--- src/rtl/cam_config_sequencer_if.sv ---
// Write-request / write-response channel between the camera config sequencer and an SCCB/I2C master.
interface cam_config_sequencer_if #(
  parameter int REG_ADDR_W = 8,
  parameter int REG_DATA_W = 8
) ();
  logic                  req_valid;
  logic                  req_ready;
  logic [REG_ADDR_W-1:0] req_addr;
  logic [REG_DATA_W-1:0] req_data;
  logic                  rsp_valid;
  logic                  rsp_nack;

  modport master (
    output req_valid, req_addr, req_data,
    input  req_ready, rsp_valid, rsp_nack
  );

  modport slave (
    input  req_valid, req_addr, req_data,
    output req_ready, rsp_valid, rsp_nack
  );
endinterface

--- src/rtl/cam_config_sequencer.sv ---
// Walks a camera register table ({reg_addr, reg_data} words, END/DELAY markers) and issues one
// SCCB write per entry. Optional macro CFG_RETRY_EN adds up to MAX_RETRY resends after a NACK.
module cam_config_sequencer #(
  parameter int          REG_ADDR_W = 8,
  parameter int          REG_DATA_W = 8,
  parameter int          ROM_DEPTH  = 256,
  parameter int unsigned DELAY_UNIT = 250000,
`ifdef CFG_RETRY_EN
  parameter int          MAX_RETRY  = 3,
`endif
  parameter logic [REG_ADDR_W+REG_DATA_W-1:0] ROM_INIT [ROM_DEPTH] = '{default: '1},
  localparam int         ROM_AW     = (ROM_DEPTH > 1) ? $clog2(ROM_DEPTH) : 1
) (
  input  logic                    clk,
  input  logic                    reset_n,
  input  logic                    start,
  cam_config_sequencer_if.master  bus,
  output logic                    busy,
  output logic                    done,
  output logic                    error,
  output logic [ROM_AW-1:0]       entry_idx
);

  localparam int WORD_W = REG_ADDR_W + REG_DATA_W;

  typedef enum logic [3:0] {
    S_IDLE     = 4'd0,
    S_FETCH    = 4'd1,
    S_ROM_WAIT = 4'd2,
    S_DECODE   = 4'd3,
    S_SEND     = 4'd4,
    S_WAIT_RSP = 4'd5,
    S_DELAY    = 4'd6,
    S_ADVANCE  = 4'd7,
    S_DONE     = 4'd8,
    S_ERROR    = 4'd9
  } state_t;

  state_t                  state_q;
  logic [WORD_W-1:0]       rom_word_q;
  logic [ROM_AW-1:0]       entry_idx_q;
  logic [31:0]             delay_cnt_q;
  logic                    req_valid_q;
  logic [REG_ADDR_W-1:0]   req_addr_q;
  logic [REG_DATA_W-1:0]   req_data_q;
  logic                    busy_q;
  logic                    done_q;
  logic                    error_q;
`ifdef CFG_RETRY_EN
  localparam int RETRY_W = (MAX_RETRY > 0) ? $clog2(MAX_RETRY + 1) : 1;
  logic [RETRY_W-1:0]      retry_cnt_q;
`endif

  logic [REG_ADDR_W-1:0]   word_addr_s;
  logic [REG_DATA_W-1:0]   word_data_s;
  logic                    is_end_s;
  logic                    is_delay_s;
  logic [31:0]             delay_len_s;

  assign word_addr_s = rom_word_q[WORD_W-1:REG_DATA_W];
  assign word_data_s = rom_word_q[REG_DATA_W-1:0];
  assign is_end_s    = &rom_word_q;
  assign is_delay_s  = (&word_addr_s) & ~(&word_data_s);
  // Loaded with N-1 so the DELAY state lasts exactly N cycles before the count reaches zero.
  assign delay_len_s = ((32'(word_data_s[3:0]) + 32'd1) * DELAY_UNIT) - 32'd1;

  // Synchronous table read: the word for entry_idx presented in FETCH is valid in ROM_WAIT.
  always_ff @(posedge clk) begin
    rom_word_q <= ROM_INIT[entry_idx_q];
  end

  // Sequencer FSM with all status and request outputs registered.
  always_ff @(posedge clk or negedge reset_n) begin
    if (!reset_n) begin
      state_q     <= S_IDLE;
      entry_idx_q <= '0;
      delay_cnt_q <= 32'd0;
      req_valid_q <= 1'b0;
      req_addr_q  <= '0;
      req_data_q  <= '0;
      busy_q      <= 1'b0;
      done_q      <= 1'b0;
      error_q     <= 1'b0;
`ifdef CFG_RETRY_EN
      retry_cnt_q <= '0;
`endif
    end else begin
      case (state_q)
        S_IDLE, S_DONE, S_ERROR: begin
          if (start) begin
            state_q     <= S_FETCH;
            entry_idx_q <= '0;
            busy_q      <= 1'b1;
            done_q      <= 1'b0;
            error_q     <= 1'b0;
`ifdef CFG_RETRY_EN
            retry_cnt_q <= '0;
`endif
          end
        end
        S_FETCH:    state_q <= S_ROM_WAIT;
        S_ROM_WAIT: state_q <= S_DECODE;
        S_DECODE: begin
          if (is_end_s) begin
            state_q <= S_DONE;
            busy_q  <= 1'b0;
            done_q  <= 1'b1;
          end else if (is_delay_s) begin
            state_q     <= S_DELAY;
            delay_cnt_q <= delay_len_s;
          end else begin
            state_q     <= S_SEND;
            req_valid_q <= 1'b1;
            req_addr_q  <= word_addr_s;
            req_data_q  <= word_data_s;
          end
        end
        S_SEND: begin
          if (bus.req_ready) begin
            req_valid_q <= 1'b0;
            state_q     <= S_WAIT_RSP;
          end
        end
        S_WAIT_RSP: begin
          if (bus.rsp_valid) begin
            if (!bus.rsp_nack) begin
              state_q <= S_ADVANCE;
`ifdef CFG_RETRY_EN
            end else if (retry_cnt_q < RETRY_W'(MAX_RETRY)) begin
              // Resend the same word; req_addr/req_data still hold it.
              retry_cnt_q <= retry_cnt_q + RETRY_W'(1);
              req_valid_q <= 1'b1;
              state_q     <= S_SEND;
`endif
            end else begin
              state_q <= S_ERROR;
              busy_q  <= 1'b0;
              error_q <= 1'b1;
            end
          end
        end
        S_DELAY: begin
          if (delay_cnt_q == 32'd0) begin
            state_q <= S_ADVANCE;
          end else begin
            delay_cnt_q <= delay_cnt_q - 32'd1;
          end
        end
        S_ADVANCE: begin
`ifdef CFG_RETRY_EN
          retry_cnt_q <= '0;
`endif
          // A table without END stops at its last entry instead of wrapping.
          if (entry_idx_q == ROM_AW'(ROM_DEPTH - 1)) begin
            state_q <= S_DONE;
            busy_q  <= 1'b0;
            done_q  <= 1'b1;
          end else begin
            entry_idx_q <= entry_idx_q + ROM_AW'(1);
            state_q     <= S_FETCH;
          end
        end
        default: begin
          state_q     <= S_IDLE;
          req_valid_q <= 1'b0;
          busy_q      <= 1'b0;
        end
      endcase
    end
  end

  assign bus.req_valid = req_valid_q;
  assign bus.req_addr  = req_addr_q;
  assign bus.req_data  = req_data_q;
  assign busy          = busy_q;
  assign done          = done_q;
  assign error         = error_q;
  assign entry_idx     = entry_idx_q;

endmodule

--- src/flat_wrapper.sv ---
// flat-port wrapper written by rule: the top's interface ports become plain ports
module cam_config_sequencer_flat 
#(
  parameter int          REG_ADDR_W = 8,
  parameter int          REG_DATA_W = 8,
  parameter int          ROM_DEPTH  = 256,
  parameter int unsigned DELAY_UNIT = 250000,

  parameter logic [REG_ADDR_W+REG_DATA_W-1:0] ROM_INIT [ROM_DEPTH] = '{default: '1},
  localparam int         ROM_AW     = (ROM_DEPTH > 1) ? $clog2(ROM_DEPTH) : 1
)
  (clk, reset_n, start, busy, done, error, entry_idx, bus_req_valid, bus_req_addr, bus_req_data, bus_req_ready, bus_rsp_valid, bus_rsp_nack);
  cam_config_sequencer_if #(.REG_ADDR_W(REG_ADDR_W), .REG_DATA_W(REG_DATA_W)) bus_i ();
  input  logic clk;
  input  logic reset_n;
  input  logic start;
  output logic busy;
  output logic done;
  output logic error;
  output logic [ROM_AW-1:0] entry_idx;
  output wire logic [$bits(bus_i.req_valid)-1:0] bus_req_valid;
  output wire logic [$bits(bus_i.req_addr)-1:0] bus_req_addr;
  output wire logic [$bits(bus_i.req_data)-1:0] bus_req_data;
  input wire logic [$bits(bus_i.req_ready)-1:0] bus_req_ready;
  input wire logic [$bits(bus_i.rsp_valid)-1:0] bus_rsp_valid;
  input wire logic [$bits(bus_i.rsp_nack)-1:0] bus_rsp_nack;
  assign bus_req_valid = bus_i.req_valid;
  assign bus_req_addr = bus_i.req_addr;
  assign bus_req_data = bus_i.req_data;
  assign bus_i.req_ready = bus_req_ready;
  assign bus_i.rsp_valid = bus_rsp_valid;
  assign bus_i.rsp_nack = bus_rsp_nack;
  cam_config_sequencer #(.REG_ADDR_W(REG_ADDR_W), .REG_DATA_W(REG_DATA_W), .ROM_DEPTH(ROM_DEPTH), .DELAY_UNIT(DELAY_UNIT), .ROM_INIT(ROM_INIT)) u_core (.clk(clk), .reset_n(reset_n), .start(start), .bus(bus_i), .busy(busy), .done(done), .error(error), .entry_idx(entry_idx));
endmodule
--- config.mk ---
export PLATFORM = sky130hd
export DESIGN_NAME = cam_config_sequencer_flat
export DESIGN_NICKNAME = d
export VERILOG_FILES = /design/src/rtl/cam_config_sequencer_if.sv /design/src/rtl/cam_config_sequencer.sv /design/src/flat_wrapper.sv
export SDC_FILE = /design/constraint.sdc
export NUM_CORES = 1
export LEC_CHECK = 0
export ABC_AREA = 1
export ABC_CLOCK_PERIOD_IN_PS = 1900
export CORE_ASPECT_RATIO = 0.6
export CORE_MARGIN = 2
export CORE_UTILIZATION = 53
export DETAILED_ROUTE_END_ITERATION = 8
export HOLD_SLACK_MARGIN = 0.1
export PLACE_DENSITY = 0.75
export SLEW_MARGIN = 10
export SYNTH_ARGS = -nofsm -noshare
export SYNTH_HDL_FRONTEND = slang
export SYNTH_SLANG_ARGS = --single-unit
--- constraint.sdc ---
create_clock -name clk -period 1.9 [get_ports clk]
set_clock_uncertainty 0.1 [all_clocks]
set_input_delay 0.38 -clock clk [delete_from_list [all_inputs] [get_ports clk]]
set_output_delay 0.38 -clock clk [all_outputs]
set_load 0.03 [all_outputs]
==> flow_summary.json, run 1 <==
{
  "layout_worst_path_cycle_share": 0.970,
  "clk-insertion-delay-late_ps": 300,
  "clk_pin_slew_ps": 90,
  "power_density_nw_per_um2": 626,
  "antennaDiodeCount": 0,
  "pin_count_of_the_biggest_net_entering_global_routing": 31,
  "critical_path.endpoint_type": "output port",
  "routed_wire_length_per_instance_um": 13.6,
  "mostFrequentLayoutCells": "sky130_fd_sc_hd__nand2_1 (143), sky130_fd_sc_hd__nor2_1 (68), sky130_fd_sc_hd__inv_1 (59)",
  "run_status": "finished, final reports clean",
  "overflow": 0,
  "cts.sink_count": 48,
  "fillerInstances": 560,
  "place_worst_setup_slack_ps": 64.4,
  "largest_stage_delay_on_the_critical_path_ps": 680,
  "setup_viol": 0,
  "core_area_sq_um": 6030,
  "dp.final_hpwl_um": 6230,
  "finish.instance_area_sq_um": 3800,
  "initial_core_util": 0.539,
  "drive_above_1_share": 0.129,
  "portBuffers": 17,
  "sequential_to_total_area_share_from_yosys_stat": 0.370,
  "critical_path_buf_inv_count": 1,
  "die_area_sq_um": 6790,
  "area_delta_synth_final_pct": 16.9,
  "synth.lib_cells_used.distinct": 29,
  "rsz0062_at_grt": "true",
  "hp-start": "u_core.busy$_DFFE_PN0P_",
  "layout.cells.most_common": "sky130_fd_sc_hd__nand2_1",
  "grt_pass1_vias": 2827,
  "grt_first_pass_wirelength_um": 13700,
  "design.portCount": 34,
  "fin_crit_ps": 1840,
  "number_of_antenna_violating_nets_in_the_routed_design": 0,
  "die_y_um": 64.6,
  "worst-endpoint-arrival_ps": 1360,
  "final_hold_viol_count": 0,
  "max_freq_mhz": 543,
  "grt_antenna_before_repair": 0,
  "fp.dieW_um": 105,
  "crit_type": "reg -> out",
  "power.static_leakage_nw": 2.15,
  "std_cell_rows": 22,
  "max_cap_viol_count": 0,
  "via_per_inst": 5.22,
  "critical-path-top-delay-family": "buffers and inverters",
  "ys_seq_elements": 48,
  "detailedRoute.firstIterationViolations": 294,
  "groute.usage.overall": 0.255,
  "finalWorstSetupSlack_ps": 57.4,
  "synth.avg_cell_area_sq_um": 6.71,
  "gp_congestion": 0.887,
  "critPathRequiredTime_ps": 1420,
  "worst_hold_check_path_type": "reg -> reg",
  "timing_max_transition_violations_final": 0,
  "tritoncts": "done",
  "netlist_area_sq_um": 3250,
  "ctsLongestPathBuffers": 2,
  "number_of_remaining_drc_errors": 0,
  "critical_path.startpoint": "u_core.entry_idx[3]$_DFFE_PN0P_",
  "r2r-start": "u_core.delay_cnt_q[1]$_DFFE_PN0P_",
  "total_power_mw": 2.38,
  "ys_warn_count": 0,
  "clock_tree.root_cell": "sky130_fd_sc_hd__clkbuf_8",
  "synthCells": 484,
  "cts_made_buffers": 5,
  "cts_htree_levels": 2,
  "design.final.nets": 536,
  "vias": 3199,
  "placement.cell_area_sq_um": 3570,
  "critical_path_peak_fanout": 3,
  "first_pass_iters": 5,
  "detail_route.wirelength_um": 8370,
  "worst_setup_path_start_kind": "flop",
  "worstPathCellList": "clkdlybuf4s50_1",
  "vdd_ir_drop_max_uv": 579,
  "crit_path_top_delay_cell": "sky130_fd_sc_hd__clkdlybuf4s50_1"
}
==> flip-flops by register name, indices dropped and copies added, names as in the netlist <==
register and flops:
u_core.delay_cnt_q 32, u_core.entry_idx 8, u_core.state_q 4, u_core.bus.req_valid 1, u_core.busy 1, u_core.done 1
u_core.error 1
==> cells by family (layout without fill, tap and decap cells) <==
group                    after synthesis  count (layout)  share of synthesized area
XOR/XNOR                               6               6                     0.0185
buffers and inverters                 88             117                      0.133
other                                  1              16                    0.00115
AND/OR/NAND/NOR                      301             302                      0.408
flip-flops                            48              48                      0.370
AO/OA/AOI/OAI                         38              38                     0.0624
adder cells (fa/ha/maj)                2               2                    0.00771
==> Yosys cell counts <==
library cell	instances	area, sq um
sky130_fd_sc_hd__xor2_2	1	16.3
sky130_fd_sc_hd__buf_4	17	128
sky130_fd_sc_hd__nand4_1	21	131
sky130_fd_sc_hd__buf_2	4	20.0
sky130_fd_sc_hd__o21ai_2	1	8.76
sky130_fd_sc_hd__o21ai_0	13	65.1
sky130_fd_sc_hd__o22ai_1	2	12.5
sky130_fd_sc_hd__inv_2	3	11.3
sky130_fd_sc_hd__nand2_1	144	541
sky130_fd_sc_hd__a21boi_0	1	7.51
sky130_fd_sc_hd__buf_6	4	45.0
sky130_fd_sc_hd__conb_1	1	3.75
sky130_fd_sc_hd__a22o_1	1	8.76
sky130_fd_sc_hd__or2_2	2	12.5
sky130_fd_sc_hd__xnor2_1	1	8.76
sky130_fd_sc_hd__nor2_4	4	45.0
sky130_fd_sc_hd__clkinv_2	1	5.00
sky130_fd_sc_hd__nand3_1	43	215
sky130_fd_sc_hd__inv_1	59	221
sky130_fd_sc_hd__nand2_4	2	22.5
sky130_fd_sc_hd__dfrtp_1	48	1200
sky130_fd_sc_hd__nand3b_1	4	30.0
sky130_fd_sc_hd__nor2_2	6	37.5
sky130_fd_sc_hd__nand2_2	3	18.8
sky130_fd_sc_hd__o21ai_1	17	85.1
sky130_fd_sc_hd__xor2_1	4	35.0
sky130_fd_sc_hd__a21oi_1	3	15.0
sky130_fd_sc_hd__nor2_1	72	270
sky130_fd_sc_hd__ha_1	2	25.0
==> power by group <==
part | switching, mW | internal, mW | leakage [nW]
Sequential | 0.0493 | 1.07 | 0.663
Clock | 0.366 | 0.390 | 0.0541
Combinational | 0.334 | 0.166 | 1.43
Total | 0.749 | 1.63 | 2.15
==> repair_timing <==
action,4_1_cts,5_1_grt
setup endpoints to repair,6,35
gates resized for setup,6,12
hold buffers,1,0
cloned,0,1
pin swaps,0,2
endpoints found under the hold margin,18,0
setup buffers,0,6
==> final timing paths <==
| kind | endpoint | slack (ps) | cells after the start |
|---|---|---|---|
| hold / removal | u_core.busy$_DFFE_PN0P_ | 390 | 2 |
| max in group asynchronous | u_core.delay_cnt_q[6]$_DFFE_PN0P_ | 710 | 3 |
| setup / recovery | entry_idx[3] | 60 | 1 |
| hold reg to reg | u_core.busy$_DFFE_PN0P_ | 390 | 2 |
| setup reg to reg | u_core.delay_cnt_q[9]$_DFFE_PN0P_ | 80 | 12 |
| min in group asynchronous | u_core.entry_idx[3]$_DFFE_PN0P_ | 460 | 2 |
==> metal layers <==
layer  share of wire  global-route usage  vias to the layer above
met1            0.51               0.409                     1458
met3           0.095              0.0533                        2
met4          0.0027              0.0400                        0
met2            0.40               0.350                      146
li1                -                   -                     1593
met5               0                   0                        -
==> stage by stage <==
stage / utilization / hold slack [ps] / std cells / TNS, ps
after floorplan: - / -15.6 / 499 / 0
after global placement: 0.592 / 270 / 597 / 0
after detailed placement: 0.592 / 266 / 597 / 0
after CTS: 0.611 / 391 / 606 / 0
after global routing: 0.630 / 419 / 613 / -82.9
final: 0.630 / 388 / 613 / 0
==> final cells by class <==
| cell class | count | area (sq um) | area share |
|---|---|---|---|
| Timing Repair Buffer | 46 | 422 | 0.111 |
| Tap cell | 84 | 105 | 0.0277 |
| Clock buffer | 5 | 68.8 | 0.0181 |
| Multi-Input combinational cell | 364 | 1720 | 0.453 |
| Sequential cell | 48 | 1200 | 0.316 |
| Inverter | 63 | 238 | 0.0626 |
| Clock inverter | 3 | 42.5 | 0.0112 |
No activity file was read; power rests on OpenSTA's default activity.
==> run 2, diff against run 1 <==
--- a/config.mk
+++ b/config.mk
@@ -13,7 +13,8 @@
 export DETAILED_ROUTE_END_ITERATION = 8
 export HOLD_SLACK_MARGIN = 0.1
 export PLACE_DENSITY = 0.75
-export SLEW_MARGIN = 10
+export RECOVER_POWER = 100
+export SLEW_MARGIN = 20
 export SYNTH_ARGS = -nofsm -noshare
 export SYNTH_HDL_FRONTEND = slang
 export SYNTH_SLANG_ARGS = --single-unit
==> run 2 against run 1 <==
Net effect: utilization is 0.17 points lower; first-iteration DRC count is 7.5% lower; total power is 0.17% lower; die area stayed put; critical path depth stayed put; sequential power hardly changed; sequential share of layout area is 0.084 points higher; clock-buffer cell count stayed put; final cell count stayed put; combinational power hardly changed; setup slack better by 0.54 ps; largest power group unchanged.
==> flow_summary.json, run 2 (synthesis gave the netlist of run 1 again) <==
{
  "run_status": "finished, final reports clean",
  "met1_usage": 0.409,
  "mostFrequentLayoutCells": "sky130_fd_sc_hd__nand2_1 (143), sky130_fd_sc_hd__nor2_1 (68), sky130_fd_sc_hd__inv_1 (59)",
  "clk_pin_slew_ps": 90,
  "worst_setup_path_start_kind": "flop",
  "largest_reg_flops": 32,
  "critical_path_buf_inv_count": 1,
  "max-slew-margin-rel": 0.227,
  "power.internal_mw": 1.63,
  "grt.met2_usage": 0.350,
  "area_delta_synth_final_pct": 16.6,
  "routed_wire_length_per_instance_um": 13.6,
  "fin_crit_ps": 1840,
  "worst_slew_pin_slew_ps": 1160,
  "fp.dieW_um": 105,
  "clk-insertion-delay-late_ps": 300,
  "tritoncts": "done",
  "critPathRequiredTime_ps": 1420,
  "placedCellCount": 597,
  "gp_congestion": 0.887,
  "std_cell_rows": 22,
  "die_area_sq_um": 6790,
  "cts_htree_levels": 2,
  "power_share_of_the_combinational_group": 0.210,
  "overflow": 0,
  "grt_first_pass_wirelength_um": 13700,
  "number_of_remaining_drc_errors": 0,
  "cts.sink_count": 48,
  "use_met3": 0.0533,
  "worst-endpoint-arrival_ps": 1360,
  "clkPwrFrac": 0.318,
  "timing.hold.ws_ps": 388,
  "fin_util": 0.628,
  "netSwitchingFraction": 0.314,
  "crit_type": "reg -> out",
  "p_switching_mw": 0.746,
  "vdd_ir_drop_max_uv": 576,
  "hp-start": "u_core.busy$_DFFE_PN0P_",
  "largest_stage_delay_on_the_critical_path_ps": 680,
  "core_area_sq_um": 6030,
  "ctsLongestPathBuffers": 2,
  "pin_count_of_the_biggest_net_entering_global_routing": 31,
  "setup_viol": 0,
  "registers.top_by_ff_count": "u_core.delay_cnt_q",
  "finalNonFillerCells": 613,
  "final_hold_viol_count": 0,
  "design.final.nets": 536,
  "worstPathCellList": "clkdlybuf4s50_1",
  "critical_path.endpoint_type": "output port",
  "max_cap_viol_count": 0,
  "power.static_leakage_nw": 2.13,
  "rsz0062_at_grt": "true",
  "cts_made_buffers": 5,
  "crit_path_top_delay_cell": "sky130_fd_sc_hd__clkdlybuf4s50_1",
  "timing_max_transition_violations_final": 0,
  "layout_worst_path_cycle_share": 0.970,
  "globalRoute.busiestLayer": "met1",
  "finish.instance_area_sq_um": 3790,
  "die_y_um": 64.6,
  "initial_core_util": 0.539,
  "whs_path_depth": 2,
  "antennaDiodeCount": 0,
  "fillerInstances": 559,
  "r2r-start": "u_core.delay_cnt_q[1]$_DFFE_PN0P_",
  "drive_above_1_share": 0.127,
  "hold_end": "u_core.busy$_DFFE_PN0P_",
  "reg2reg_to": "u_core.delay_cnt_q[9]$_DFFE_PN0P_",
  "worst_hold_check_path_type": "reg -> reg",
  "vias": 3191,
  "grt_pass1_vias": 2827,
  "portBuffers": 17,
  "timing.reg2reg.worst_path_depth": 12,
  "power_density_nw_per_um2": 627,
  "dp.final_hpwl_um": 6230,
  "detailedRoute.firstIterationViolations": 272,
  "first_pass_iters": 5,
  "worst-r2r-setup-slack_ps": 80,
  "placement.cell_area_sq_um": 3570,
  "design.portCount": 34,
  "detail_route.wirelength_um": 8330,
  "grt_antenna_before_repair": 0,
  "critical-path-top-delay-family": "buffers and inverters",
  "critical_path_peak_fanout": 3,
  "number_of_antenna_violating_nets_in_the_routed_design": 0,
  "power.sequential.fraction": 0.472,
  "clock_tree.root_cell": "sky130_fd_sc_hd__clkbuf_8",
  "max_freq_mhz": 543,
  "layout.cells.most_common": "sky130_fd_sc_hd__nand2_1",
  "groute.usage.overall": 0.255,
  "via_per_inst": 5.21
}
run 2: layout make-up:
cell class / count / area, sq um / area share
clock inverters: 3 / 42.5 / 0.0112
repair buffers: 46 / 412 / 0.109
well taps: 84 / 105 / 0.0278
clock buffers: 5 / 68.8 / 0.0182
flip-flops and latches: 48 / 1200 / 0.317
multi-input cells: 364 / 1720 / 0.454
inverters: 63 / 238 / 0.0628
run 2: repair_timing:
action | 4_1_cts | 5_1_grt
setup endpoints to repair | 6 | 35
resized for setup | 6 | 12
cloned | 0 | 1
hold buffers | 1 | 0
buffers inserted | 0 | 6
endpoints found under the hold margin | 18 | 0
pin swaps | 0 | 2
run 2: worst max-delay path by stage:
stage | from | to | slack [ps] | depth (start not counted)
after detailed placement | u_core.delay_cnt_q[1]$_DFFE_PN0P_ | u_core.delay_cnt_q[25]$_DFFE_PN0P_ | 60 | 10
after CTS | u_core.entry_idx[1]$_DFFE_PN0P_ | entry_idx[1] | 20 | 1
after global routing | u_core.delay_cnt_q[1]$_DFFE_PN0P_ | u_core.delay_cnt_q[9]$_DFFE_PN0P_ | -30 | 12
final | u_core.entry_idx[3]$_DFFE_PN0P_ | entry_idx[3] | 60 | 1
after global placement | u_core.delay_cnt_q[1]$_DFFE_PN0P_ | u_core.delay_cnt_q[25]$_DFFE_PN0P_ | 110 | 10
after floorplan | u_core.entry_idx[0]$_DFFE_PN0P_ | u_core.busy$_DFFE_PN0P_ | 160 | 8
run 2: layer usage:
layer | up-vias | routed length [um] | part of all wire
met2 | 150 | 3270 | 0.39
li1 | 1594 | - | -
met1 | 1445 | 4130 | 0.50
met5 | - | 0 | 0
met4 | 0 | 23 | 0.0028
met3 | 2 | 904 | 0.11
run 2: metrics by stage:
step / worst slack [ps] / total power [mW] / setup TNS (ps)
final: 57.9 / 2.37 / 0
after global placement: 113 / 1.61 / 0
after CTS: 20.3 / 2.37 / 0
after floorplan: 161 / 1.50 / 0
after detailed placement: 64.4 / 1.61 / 0
after global routing: -34.2 / 2.50 / -88.4
run 2: power groups by stage:
stage,combinational [mW],sequential (mW),clock [mW]
finish,0.499,1.12,0.755
global route,0.555,1.13,0.819
CTS,0.484,1.12,0.768
detailed placement,0.477,1.14,0
global placement,0.476,1.14,0
floorplan,0.326,1.17,0
